**config.mk**
```make
export PLATFORM = sky130hd
export DESIGN_NAME = alu_result_stage_flat
export DESIGN_NICKNAME = d
export VERILOG_FILES = /design/src/rtl/alu_result_stage_if.sv /design/src/rtl/alu_result_stage.sv /design/src/flat_wrapper.sv
export SDC_FILE = /design/constraint.sdc
export NUM_CORES = 1
export LEC_CHECK = 0
export BUFFER_PORTS_ARGS = -buffer_cell sky130_fd_sc_hd__buf_4
export CAP_MARGIN = 0
export CORE_AREA = 2 2 97 71
export DETAILED_ROUTE_END_ITERATION = 7
export DIE_AREA = 0 0 99 73
export PLACE_DENSITY = 0.83
export SYNTH_ARGS = -nofsm -noshare
export SYNTH_HDL_FRONTEND = slang
export SYNTH_SLANG_ARGS = --single-unit
```
**constraint.sdc**
```tcl
create_clock -name clk -period 4.6 [get_ports clk]
set_input_delay 0.46 -clock clk [delete_from_list [all_inputs] [get_ports clk]]
set_output_delay 0.46 -clock clk [all_outputs]
set_load 0.005 [all_outputs]
```
**src/rtl/alu_result_stage_if.sv**
```systemverilog
// Execute-to-writeback bus for alu_result_stage: ALU-side input handshake,
// register-file-side output handshake and the architectural status flags.
// slave  : the result stage itself.
// master : the surrounding ALU / register-file environment.
interface alu_result_stage_if #(
  parameter int unsigned N  = 32,
  parameter int unsigned RW = 5
);

  // ALU side
  logic          in_valid;
  logic          in_ready;
  logic [3:0]    in_opcode;
  logic [N-1:0]  in_result;
  logic          in_carry;
  logic [RW-1:0] in_rd;

  // Register-file side
  logic          out_valid;
  logic          out_ready;
  logic [N-1:0]  out_data;
  logic [RW-1:0] out_rd;
  logic          out_we;

  // Status flags for branch logic
  logic          flag_z;
  logic          flag_n;
  logic          flag_c;

  modport slave (
    input  in_valid,
    input  in_opcode,
    input  in_result,
    input  in_carry,
    input  in_rd,
    input  out_ready,
    output in_ready,
    output out_valid,
    output out_data,
    output out_rd,
    output out_we,
    output flag_z,
    output flag_n,
    output flag_c
  );

  modport master (
    output in_valid,
    output in_opcode,
    output in_result,
    output in_carry,
    output in_rd,
    output out_ready,
    input  in_ready,
    input  out_valid,
    input  out_data,
    input  out_rd,
    input  out_we,
    input  flag_z,
    input  flag_n,
    input  flag_c
  );

endinterface

```
**src/rtl/alu_result_stage.sv**
```systemverilog
// Execute-to-writeback stage behind the ALU: a 2-entry skid buffer (main +
// skid register) with valid/ready on both sides, plus Z/N/C status flags that
// update in accept order.
// Optional build macro ALU_STAGE_R0_SUPPRESS_EN: when defined, words destined
// for register 0 still handshake but out_we is held low for them.
module alu_result_stage #(
  parameter int unsigned N  = 32,
  parameter int unsigned RW = 5
) (
  input  logic              clk,
  input  logic              rst,
  alu_result_stage_if.slave bus
);

  localparam logic [3:0] OP_ADD = 4'b0000;

  typedef enum logic [1:0] {
    EMPTY = 2'd0,
    ONE   = 2'd1,
    FULL  = 2'd2
  } state_t;

  state_t        state_q;
  state_t        state_d;

  logic [N-1:0]  main_data_q;
  logic [N-1:0]  main_data_d;
  logic [RW-1:0] main_rd_q;
  logic [RW-1:0] main_rd_d;
  logic [N-1:0]  skid_data_q;
  logic [RW-1:0] skid_rd_q;
  logic          load_skid;

  logic          in_ready_q;
  logic          out_valid_q;
  logic          out_we_q;
  logic          out_we_d;

  logic          flag_z_q;
  logic          flag_n_q;
  logic          flag_c_q;

  logic          accept;
  logic          fire;

  assign accept = bus.in_valid && in_ready_q;
  assign fire   = out_valid_q && bus.out_ready;

  // State register
  always_ff @(posedge clk) begin
    if (rst) begin
      state_q <= EMPTY;
    end else begin
      state_q <= state_d;
    end
  end

  // Next-state and main-register load selection
  always_comb begin
    state_d     = state_q;
    main_data_d = main_data_q;
    main_rd_d   = main_rd_q;
    load_skid   = 1'b0;
    case (state_q)
      EMPTY: begin
        if (accept) begin
          state_d     = ONE;
          main_data_d = bus.in_result;
          main_rd_d   = bus.in_rd;
        end
      end
      ONE: begin
        if (accept && fire) begin
          main_data_d = bus.in_result;
          main_rd_d   = bus.in_rd;
        end else if (accept) begin
          state_d   = FULL;
          load_skid = 1'b1;
        end else if (fire) begin
          state_d = EMPTY;
        end
      end
      FULL: begin
        // in_ready is low here, so only the drain of main can happen
        if (fire) begin
          state_d     = ONE;
          main_data_d = skid_data_q;
          main_rd_d   = skid_rd_q;
        end
      end
      default: begin
        state_d = EMPTY;
      end
    endcase
  end

  // Write-enable qualifier for the word that will sit in main next cycle
  always_comb begin
    out_we_d = 1'b0;
`ifdef ALU_STAGE_R0_SUPPRESS_EN
    out_we_d = (state_d != EMPTY) && (main_rd_d != '0);
`else
    out_we_d = (state_d != EMPTY);
`endif
  end

  // Main and skid payload registers
  always_ff @(posedge clk) begin
    if (rst) begin
      main_data_q <= '0;
      main_rd_q   <= '0;
      skid_data_q <= '0;
      skid_rd_q   <= '0;
    end else begin
      main_data_q <= main_data_d;
      main_rd_q   <= main_rd_d;
      if (load_skid) begin
        skid_data_q <= bus.in_result;
        skid_rd_q   <= bus.in_rd;
      end
    end
  end

  // Registered handshake outputs, decoded from the next state
  always_ff @(posedge clk) begin
    if (rst) begin
      in_ready_q  <= 1'b1;
      out_valid_q <= 1'b0;
      out_we_q    <= 1'b0;
    end else begin
      in_ready_q  <= (state_d != FULL);
      out_valid_q <= (state_d != EMPTY);
      out_we_q    <= out_we_d;
    end
  end

  // Status flags follow accepted results; carry only tracks adds
  always_ff @(posedge clk) begin
    if (rst) begin
      flag_z_q <= 1'b0;
      flag_n_q <= 1'b0;
      flag_c_q <= 1'b0;
    end else if (accept) begin
      flag_z_q <= (bus.in_result == '0);
      flag_n_q <= bus.in_result[N-1];
      if (bus.in_opcode == OP_ADD) begin
        flag_c_q <= bus.in_carry;
      end
    end
  end

  assign bus.in_ready  = in_ready_q;
  assign bus.out_valid = out_valid_q;
  assign bus.out_data  = main_data_q;
  assign bus.out_rd    = main_rd_q;
  assign bus.out_we    = out_we_q;
  assign bus.flag_z    = flag_z_q;
  assign bus.flag_n    = flag_n_q;
  assign bus.flag_c    = flag_c_q;

  // A full buffer must never advertise space
  a_full_not_ready : assert property (
    @(posedge clk) disable iff (rst) !((state_q == FULL) && in_ready_q)
  );

  // A stalled output word must not change underneath the register file
  a_stall_stable : assert property (
    @(posedge clk) disable iff (rst)
      (out_valid_q && !bus.out_ready) |=> ($stable(main_data_q) && $stable(main_rd_q))
  );

endmodule
```
**src/flat_wrapper.sv**
```systemverilog
// flat-port wrapper written by rule: the top's interface ports become plain ports
module alu_result_stage_flat 
#(
  parameter int unsigned N  = 32,
  parameter int unsigned RW = 5
)
  (clk, rst, bus_in_valid, bus_in_opcode, bus_in_result, bus_in_carry, bus_in_rd, bus_out_ready, bus_in_ready, bus_out_valid, bus_out_data, bus_out_rd, bus_out_we, bus_flag_z, bus_flag_n, bus_flag_c);
  alu_result_stage_if #(.N(N), .RW(RW)) bus_i ();
  input  logic clk;
  input  logic rst;
  input wire logic [$bits(bus_i.in_valid)-1:0] bus_in_valid;
  input wire logic [$bits(bus_i.in_opcode)-1:0] bus_in_opcode;
  input wire logic [$bits(bus_i.in_result)-1:0] bus_in_result;
  input wire logic [$bits(bus_i.in_carry)-1:0] bus_in_carry;
  input wire logic [$bits(bus_i.in_rd)-1:0] bus_in_rd;
  input wire logic [$bits(bus_i.out_ready)-1:0] bus_out_ready;
  output wire logic [$bits(bus_i.in_ready)-1:0] bus_in_ready;
  output wire logic [$bits(bus_i.out_valid)-1:0] bus_out_valid;
  output wire logic [$bits(bus_i.out_data)-1:0] bus_out_data;
  output wire logic [$bits(bus_i.out_rd)-1:0] bus_out_rd;
  output wire logic [$bits(bus_i.out_we)-1:0] bus_out_we;
  output wire logic [$bits(bus_i.flag_z)-1:0] bus_flag_z;
  output wire logic [$bits(bus_i.flag_n)-1:0] bus_flag_n;
  output wire logic [$bits(bus_i.flag_c)-1:0] bus_flag_c;
  assign bus_i.in_valid = bus_in_valid;
  assign bus_i.in_opcode = bus_in_opcode;
  assign bus_i.in_result = bus_in_result;
  assign bus_i.in_carry = bus_in_carry;
  assign bus_i.in_rd = bus_in_rd;
  assign bus_i.out_ready = bus_out_ready;
  assign bus_in_ready = bus_i.in_ready;
  assign bus_out_valid = bus_i.out_valid;
  assign bus_out_data = bus_i.out_data;
  assign bus_out_rd = bus_i.out_rd;
  assign bus_out_we = bus_i.out_we;
  assign bus_flag_z = bus_i.flag_z;
  assign bus_flag_n = bus_i.flag_n;
  assign bus_flag_c = bus_i.flag_c;
  alu_result_stage #(.N(N), .RW(RW)) u_core (.clk(clk), .rst(rst), .bus(bus_i));
endmodule
```
==> results of run 1 <==
==> metrics by stage <==
stage          power (mW)   util  area [µm²]
3_5_place_dp         1.15  0.639        4100
5_1_grt              1.86  0.678        4350
4_1_cts              1.79  0.678        4350
3_3_place_gp         1.14  0.639        4100
2_1_floorplan        1.02      -        3500
6_report             1.78  0.678        4350
==> logic make-up (layout without fill, tap and decap cells) <==
kind of cell    count (synthesis)  after routing
compound gates                 84             84
buf+inv                        34            110
flops                          81             81
mux                            39             39
simple gates                  139            139
==> synthesized netlist by cell type (2+ instances only) <==
library cell,n
or3_1,2
buf_4,10
buf_6,6
mux2i_1,39
nor3_1,2
nand3_1,3
inv_1,2
buf_2,7
a21oi_1,39
nor4_1,7
a211oi_1,7
nand2_1,80
clkbuf_1,9
nor2_1,40
a211oi_2,30
dfxtp_1,81
==> state kept, by name, summed over array words and instances, names as in the netlist <==
name	cells
u_core.bus.out_data	32
u_core.skid_data_q	32
u_core.bus.out_rd	5
u_core.skid_rd_q	5
u_core.state_q	2
u_core.bus.flag_c	1
u_core.bus.flag_n	1
u_core.bus.flag_z	1
u_core.bus.in_ready	1
u_core.bus.out_valid	1
==> worst max-delay path, stage by stage (launching register included) <==
cell and delay, ns:
dfxtp_1 0.36, nand2_1 0.28, o32ai_4 0.31, buf_4 0.73, nor2_1 0.14, a211oi_2 0.23
==> cell type report <==
| class | instances | area [µm²] | share of cell area |
|---|---|---|---|
| Tap cell | 81 | 101 | 0.0233 |
| Sequential cell | 81 | 1620 | 0.373 |
| Clock inverter | 4 | 98.8 | 0.0227 |
| Inverter | 2 | 7.51 | 0.00173 |
| Multi-Input combinational cell | 262 | 1680 | 0.385 |
| Clock buffer | 12 | 155 | 0.0357 |
| Timing Repair Buffer | 92 | 691 | 0.159 |
==> where the power goes <==
part,internal [mW],switching (mW),total [mW]
clock network,0.392,0.255,0.647
registers,0.762,0.0379,0.800
logic,0.160,0.174,0.334
==> layer usage <==
| layer | GRT usage | vias to the layer above | part of all wire |
|---|---|---|---|
| li1 | - | 1443 | - |
| met1 | 0.286 | 1368 | 0.45 |
| met4 | 0.0639 | 0 | 0.0096 |
| met2 | 0.387 | 75 | 0.47 |
| met5 | 0 | - | 0 |
| met3 | 0.0814 | 8 | 0.070 |
==> cells in the final DEF, fill, tap and decap left out, types with 2 or more instances in the layout <==
cell type,count
buf_4,92
dfxtp_1,81
nand2_1,80
nor2_1,40
mux2i_1,39
a21oi_1,39
a211oi_2,30
clkbuf_8,11
a211oi_1,7
nor4_1,7
nand3_1,3
bufinv_16,3
or3_1,2
inv_1,2
nor3_1,2
==> worst paths after layout <==
kind / endpoint / slack (ns) / cells past startpoint
worst min-delay path: u_core.state_q[1] / 0.35 / 2
worst max register to register: u_core.bus.out_data[25] / 2.43 / 5
worst min register to register: u_core.skid_data_q[8] / 0.46 / 2
worst max-delay path: u_core.bus.out_data[25] / 2.43 / 5
==> results by group, run 1 <==
STA
  – Clock skew after layout: slightly above 0.01 ns
  – Slew HR: 0.340
  – Hold_ws: 0.345 ns
  – Post-layout minimum cycle time: between 2 and 2.5 ns
  – Final TNS setup: 0 ns
  – Hold Fails Final Rpt: 0
  – Worst slew pin tran: about 0.99 ns
  – Setup WS post-layout: between 2 and 2.5 ns
  – Slew Limit Fails: 0
  – RSZ-0062 raised after global routing: false
  – Fmax: between 400 and 500 MHz
  – Final setup fails: 0
  – Fin crit share: 0.471

Global routing
  – Vias in the first global route: between 2,000 and 3,000
  – Largest net degree at the start of global routing: 83
  – Total grt overflow: 0
  – First-pass GRT wire length: between 10,000 and 15,000 µm
  – Global Route Usage Sum: 0.231
  – Initial antenna violation count: 0

Clocking
  – CTS root buf: clkbuf_8
  – Clock buffer count from CTS: 9
  – Post-CTS Setup Bufs: 0
  – # H-tree levels: 3
  – TritonCTS clock tree: done
  – CTS clk-pin slew, worst paths: 0.08 ns
  – Clock Path Buffers: 2
  – CTS sink count: between 80 and 90
  – Hold Buf Count CTS: 0
  – CTS-repair resized insts: 0
  – Clock Latency Late Sink: about 0.36 ns

Synthesis
  – Number of distinct library cells after synthesis: 29
  – Post-synth top area share: 0.463
  – Mux contribution to synthesized area: 0.111
  – Yosys Warn Count: 0
  – Xor/xnor cell area share of the yosys netlist: 0
  – Synthesized Nets: between 400 and 500
  – Synth top area cells: dfxtp_1 46%, mux2i_1 11%, a211oi_2 11%
  – Post-synth EDFFs: 0
  – Top FF cell, synth: dfxtp_1
  – Post-Syn Area per Cell: 9.29 µm²
  – Sequential fraction of the synthesis area: 0.463
  – Syn Inst Count: 377
  – Largest family of logic cells by synthesized area: compound AO/OA/AOI/OAI gates
  – Simple-gate portion of the synthesized area: 0.164
  – Post-synthesis compound-gate area fraction: 0.199
  – Yosys top cell by area: dfxtp_1
  – Ys async rst share: 0
  – Netlist Area Pre-Place: about 3500 µm²
  – Synth Area in Adders: 0
  – Synth Register Bits: 81

Floorplan
  – DIE AREA: about 7200 µm²
  – Rows: 25
  – Initial core utilization: 0.546
  – Die height: 73 µm
  – Die extent in x: between 90 and 100 µm
  – I/O pin count: 89
  – Core Area: approximately 6400 µm²

Drt
  – Router iterations before antenna repair: 4
  – DRC viols: 0
  – Routed WL per cell: ~15 µm
  – Total Wirelength: 8040 µm
  – Detailed-route via count: 2,894
  – Initial drt markers: between 100 and 150
  – Via/cell ratio: between 5 and 6
  – Antenna Nets Post-Route: 0

Worst setup path
  – Crit. Startpoint: u_core.bus.in_ready
  – Crit. End Element: register
  – WP data arrival: 2.44 ns
  – Reg2reg start: u_core.bus.in_ready
  – Startpoint type of the worst setup path: register
  – Req. time, crit path: between 4 and 5 ns
  – Worst Path Class, Setup: reg2reg
  – Max FO, Critical Path: 74

Min path
  – Hold Path Origin: bus_out_ready
  – Worst hold path type: in2reg

Power and ir drop
  – Leak: 1.91 nW
  – Max IR drop VDD: ~0.26 mV
  – Pwr per Cell Area: 410 nW/µm²

Placed design
  – Placed cells: between 500 and 600
  – Pre-CTS setup slack: about 2.3 ns
  – RePlAce Congestion: roughly 0.77
  – HPWL Detailed: 5220 µm
  – IO Port Bufs: slightly below 90

Final layout
  – Antenna diodes: 0
  – # nets final: just under 500
  – Syn-to-layout area delta: 24.2%
  – Finished Layout Cells: ~530
  – Layout cells sized above 1: 0.311
  – Fill cells: 534

Run status
  – Status: finished clean

Job
  – Max Cap Violations: 0
(Power assumes the default switching activity.)
==> inputs of run 2 (changes only) <==
Settings changed: ABC_AREA from default to 1, CORE_AREA 2 2 97 71 to 2 2 100 73, DIE_AREA 0 0 99 73 to 0 0 102 75, PLACE_DENSITY 0.83 to 0.77.
Clock period 4.6 ns to 2.2 ns, I/O delays scaled along.
==> run 2 against run 1 <==
  * Non-clock buffer count is 4 higher
  * Total power is 110% higher
  * Final cell count is 23% higher
  * Global-route usage is 1.2 points lower
  * Clock-buffer cell count is 1 lower
  * Clock skew is 0.0029 ns lower
  * Sequential share of layout area is 1.0 points higher
==> results by group, run 2 <==
Synthesis
  – Ys async rst share: 0 (unchanged)
  – Syn Inst Count: 480 (was 377)
  – Post-synth top area share: 0.482 (was 0.463)
  – Synthesized Nets: 526 (was 423)
  – Post-Syn Area per Cell: 7.01 µm² (was 9.29 µm²)
  – Top FF cell, synth: dfxtp_1 (unchanged)
  – Post-synth EDFFs: 0 (unchanged)
  – Number of distinct library cells after synthesis: 18 (was 29)
  – Yosys top cell by area: dfxtp_1 (unchanged)
  – Sequential fraction of the synthesis area: 0.482 (was 0.463)
  – Cell with the most instances after synthesis: nor2_1 (was dfxtp_1)
  – Yosys Warn Count: 0 (unchanged)
  – Netlist Area Pre-Place: 3360 µm² (was 3500 µm²)
  – Mux contribution to synthesized area: 0 (was 0.111)
  – Post-synthesis compound-gate area fraction: 0.184 (was 0.199)
  – Synth Area in Adders: 0 (unchanged)
  – Xor/xnor cell area share of the yosys netlist: 0 (unchanged)
  – Synth top area cells: dfxtp_1 48%, nor2_1 14%, o21ai_0 11% (was dfxtp_1 46%, mux2i_1 11%, a211oi_2 11%)
  – Most frequent cells after synthesis: 126 x nor2_1, 81 x dfxtp_1, 80 x nand2_1 (was 81 x dfxtp_1, 80 x nand2_1, 40 x nor2_1)
  – Largest family of logic cells by synthesized area: simple AND/OR/NAND/NOR gates (was compound AO/OA/AOI/OAI gates)
  – Synth Register Bits: 81 (unchanged)
  – Simple-gate portion of the synthesized area: 0.251 (was 0.164)

Drt
  – Initial drt markers: 173 (was 133)
  – Detailed-route via count: 3,200 (was 2,894)
  – Total Wirelength: 7830 µm (was 8040 µm)
  – Router iterations before antenna repair: 5 (was 4)
  – Routed WL per cell: 11.9 µm (was 15.1 µm)
  – DRC viols: 0 (unchanged)
  – Via/cell ratio: 4.88 (was 5.42)
  – Antenna Nets Post-Route: 0 (unchanged)

Clocking
  – Clock buffer count from CTS: 9 (unchanged)
  – Clock Path Buffers: 2 (unchanged)
  – # H-tree levels: 3 (unchanged)
  – CTS-repair resized insts: 0 (unchanged)
  – TritonCTS clock tree: done (unchanged)
  – CTS clk-pin slew, worst paths: 0.08 ns (about the same)
  – Post-CTS Setup Bufs: 0 (unchanged)
  – Clock Latency Late Sink: 0.35 ns (was 0.36 ns)
  – Hold Buf Count CTS: 0 (unchanged)
  – CTS root buf: clkbuf_8 (unchanged)
  – CTS sink count: 81 (unchanged)

STA
  – Final TNS setup: 0 ns (unchanged)
  – Hold_ws: 0.0604 ns (was 0.345 ns)
  – Hold Fails Final Rpt: 0 (unchanged)
  – Fmax: 586 MHz (was 461 MHz)
  – RSZ-0062 raised after global routing: false (unchanged)
  – Worst slew pin tran: 0.623 ns (was 0.990 ns)
  – Clock skew after layout: 0.00732 ns (was 0.0102 ns)
  – Slew Limit Fails: 0 (unchanged)
  – Final setup fails: 0 (unchanged)
  – Post-layout minimum cycle time: 1.71 ns (was 2.17 ns)
  – Slew HR: 0.584 (was 0.340)
  – Fin crit share: 0.776 (was 0.471)

Global routing
  – Most Used Layer, Global Route: met2 (unchanged)
  – Largest net degree at the start of global routing: 38 (was 83)
  – Met2 Use GR: 0.350 (was 0.387)
  – Vias in the first global route: 2,913 (was 2,818)
  – Initial antenna violation count: 0 (unchanged)
  – Global Route Usage Sum: 0.219 (was 0.231)
  – First-pass GRT wire length: 13,100 µm (was 13,200 µm)
  – Met1 Use GR: 0.291 (was 0.286)
  – GR Util met3: 0.0706 (was 0.0814)
  – Total grt overflow: 0 (unchanged)

Floorplan
  – Rows: 25 (unchanged)
  – Die extent in x: 102 µm (was 99 µm)
  – Core Area: 6630 µm² (was 6410 µm²)
  – I/O pin count: 89 (unchanged)
  – Die height: 75 µm (was 73 µm)
  – DIE AREA: 7650 µm² (was 7230 µm²)
  – Initial core utilization: 0.507 (was 0.546)

Min path
  – Worst hold path type: in2reg (unchanged)

Placed design
  – Placed cells: 640 (was 518)
  – HPWL Detailed: 5520 µm (was 5220 µm)
  – Post-DP Area: 4040 µm² (was 4100 µm²)
  – IO Port Bufs: 88 (unchanged)
  – RePlAce Congestion: 0.850 (was 0.768)

Power and ir drop
  – Pwr per Cell Area: 878 nW/µm² (was 410 nW/µm²)
  – Clock network fraction of total power: 0.290 (was 0.363)
  – Logic pwr share: 0.232 (was 0.188)
  – Total Power: 3.72 mW (was 1.78 mW)
  – Leak: 1.93 nW (was 1.91 nW)
  – Switching pwr: 1.10 mW (was 467 µW)
  – Flop pwr share: 0.478 (was 0.449)
  – Sw Share: 0.296 (was 0.262)
  – Internal power: 2.62 mW (was 1.31 mW)
  – Max IR drop VDD: 0.419 mV (was 0.258 mV)

Final layout
  – # nets final: 603 (was 494)
  – Layout cells sized above 1: 0.215 (was 0.311)
  – Fill cells: 625 (was 534)
  – Most common cell after layout, fill and taps aside: nor2_1 (was buf_4)
  – Final instance area: 4240 µm² (was 4350 µm²)
  – Finished Layout Cells: 656 (was 534)
  – Antenna diodes: 0 (unchanged)
  – Most frequent cells in the layout: 126 x nor2_1, 96 x buf_4, 81 x dfxtp_1 (was 92 x buf_4, 81 x dfxtp_1, 80 x nand2_1)
  – Syn-to-layout area delta: 26.0% (was 24.2%)

Worst setup path
  – CP max stage delay: 0.37 ns (was 0.73 ns)
  – Req. time, crit path: 2.45 ns (was 4.88 ns)
  – CP Cell Sequence: nand2_1 -> nor2_2 -> o21ai_4 -> buf_4 -> o21ai_0 -> inv_1 -> a21oi_1 (was nand2_1 -> o32ai_4 -> buf_4 -> nor2_1 -> a211oi_2)
  – Largest delay share family, worst path: compound AO/OA/AOI/OAI gates (was buffers and inverters)
  – Startpoint type of the worst setup path: register (unchanged)
  – Worst Path Class, Setup: reg2reg (unchanged)
  – Crit. End Element: register (unchanged)
  – Crit path buffers/inverters: 2 (was 1)
  – WP data arrival: 1.95 ns (was 2.44 ns)
  – Max FO, Critical Path: 25 (was 74)
  – Crit path max-delay cell type: buf_4 (unchanged)

Run status
  – Status: finished clean (unchanged)

Job
  – Max Cap Violations: 0 (unchanged)
-- run 2: kinds of logic (layout without fill, tap and decap cells) --
kind of cell	count (synthesis)	after routing
compound gates	123	123
flops	81	81
simple gates	217	217
buf+inv	59	141
-- run 2: final timing paths --
| check | endpoint | depth (start not counted) | from | slack, ns |
|---|---|---|---|---|
| setup / recovery | u_core.bus.out_valid | 7 | u_core.bus.in_ready | 0.49 |
| hold / removal | u_core.bus.flag_z | 2 | rst | 0.06 |
| setup reg to reg | u_core.bus.out_valid | 7 | u_core.bus.in_ready | 0.49 |
| hold reg to reg | u_core.skid_data_q[27] | 2 | u_core.skid_data_q[27] | 0.45 |
-- run 2: stage by stage --
stage          utilization  worst slack [ns]
2_1_floorplan            -             0.966
3_3_place_gp         0.609             0.521
3_5_place_dp         0.609             0.486
4_1_cts              0.639             0.470
5_1_grt              0.639             0.279
6_report             0.639             0.494
-- run 2: final cells by class --
cell class | count | area [µm²] | share of cell area
clock inverter | 5 | 55.1 | 0.0130
multi-input combinational | 340 | 1470 | 0.347
timing repair buffer | 96 | 721 | 0.170
tap | 94 | 118 | 0.0278
inverter | 29 | 109 | 0.0257
clock buffer | 11 | 141 | 0.0334
sequential | 81 | 1620 | 0.383
-- run 2: power groups by stage --
stage	Clock (mW)	Combinational, mW	Sequential, mW
finish	1.08	0.864	1.78
global route	1.16	0.992	1.80
CTS	1.11	0.872	1.78
detailed placement	0	0.870	1.81
global placement	0	0.846	1.81
floorplan	0	0.512	1.81
-- run 2: layer usage --
layer / part of all wire / wire [µm]
met1: 0.48 / 3720
met2: 0.44 / 3470
met3: 0.072 / 566
met4: 0.0092 / 72
met5: 0 / 0
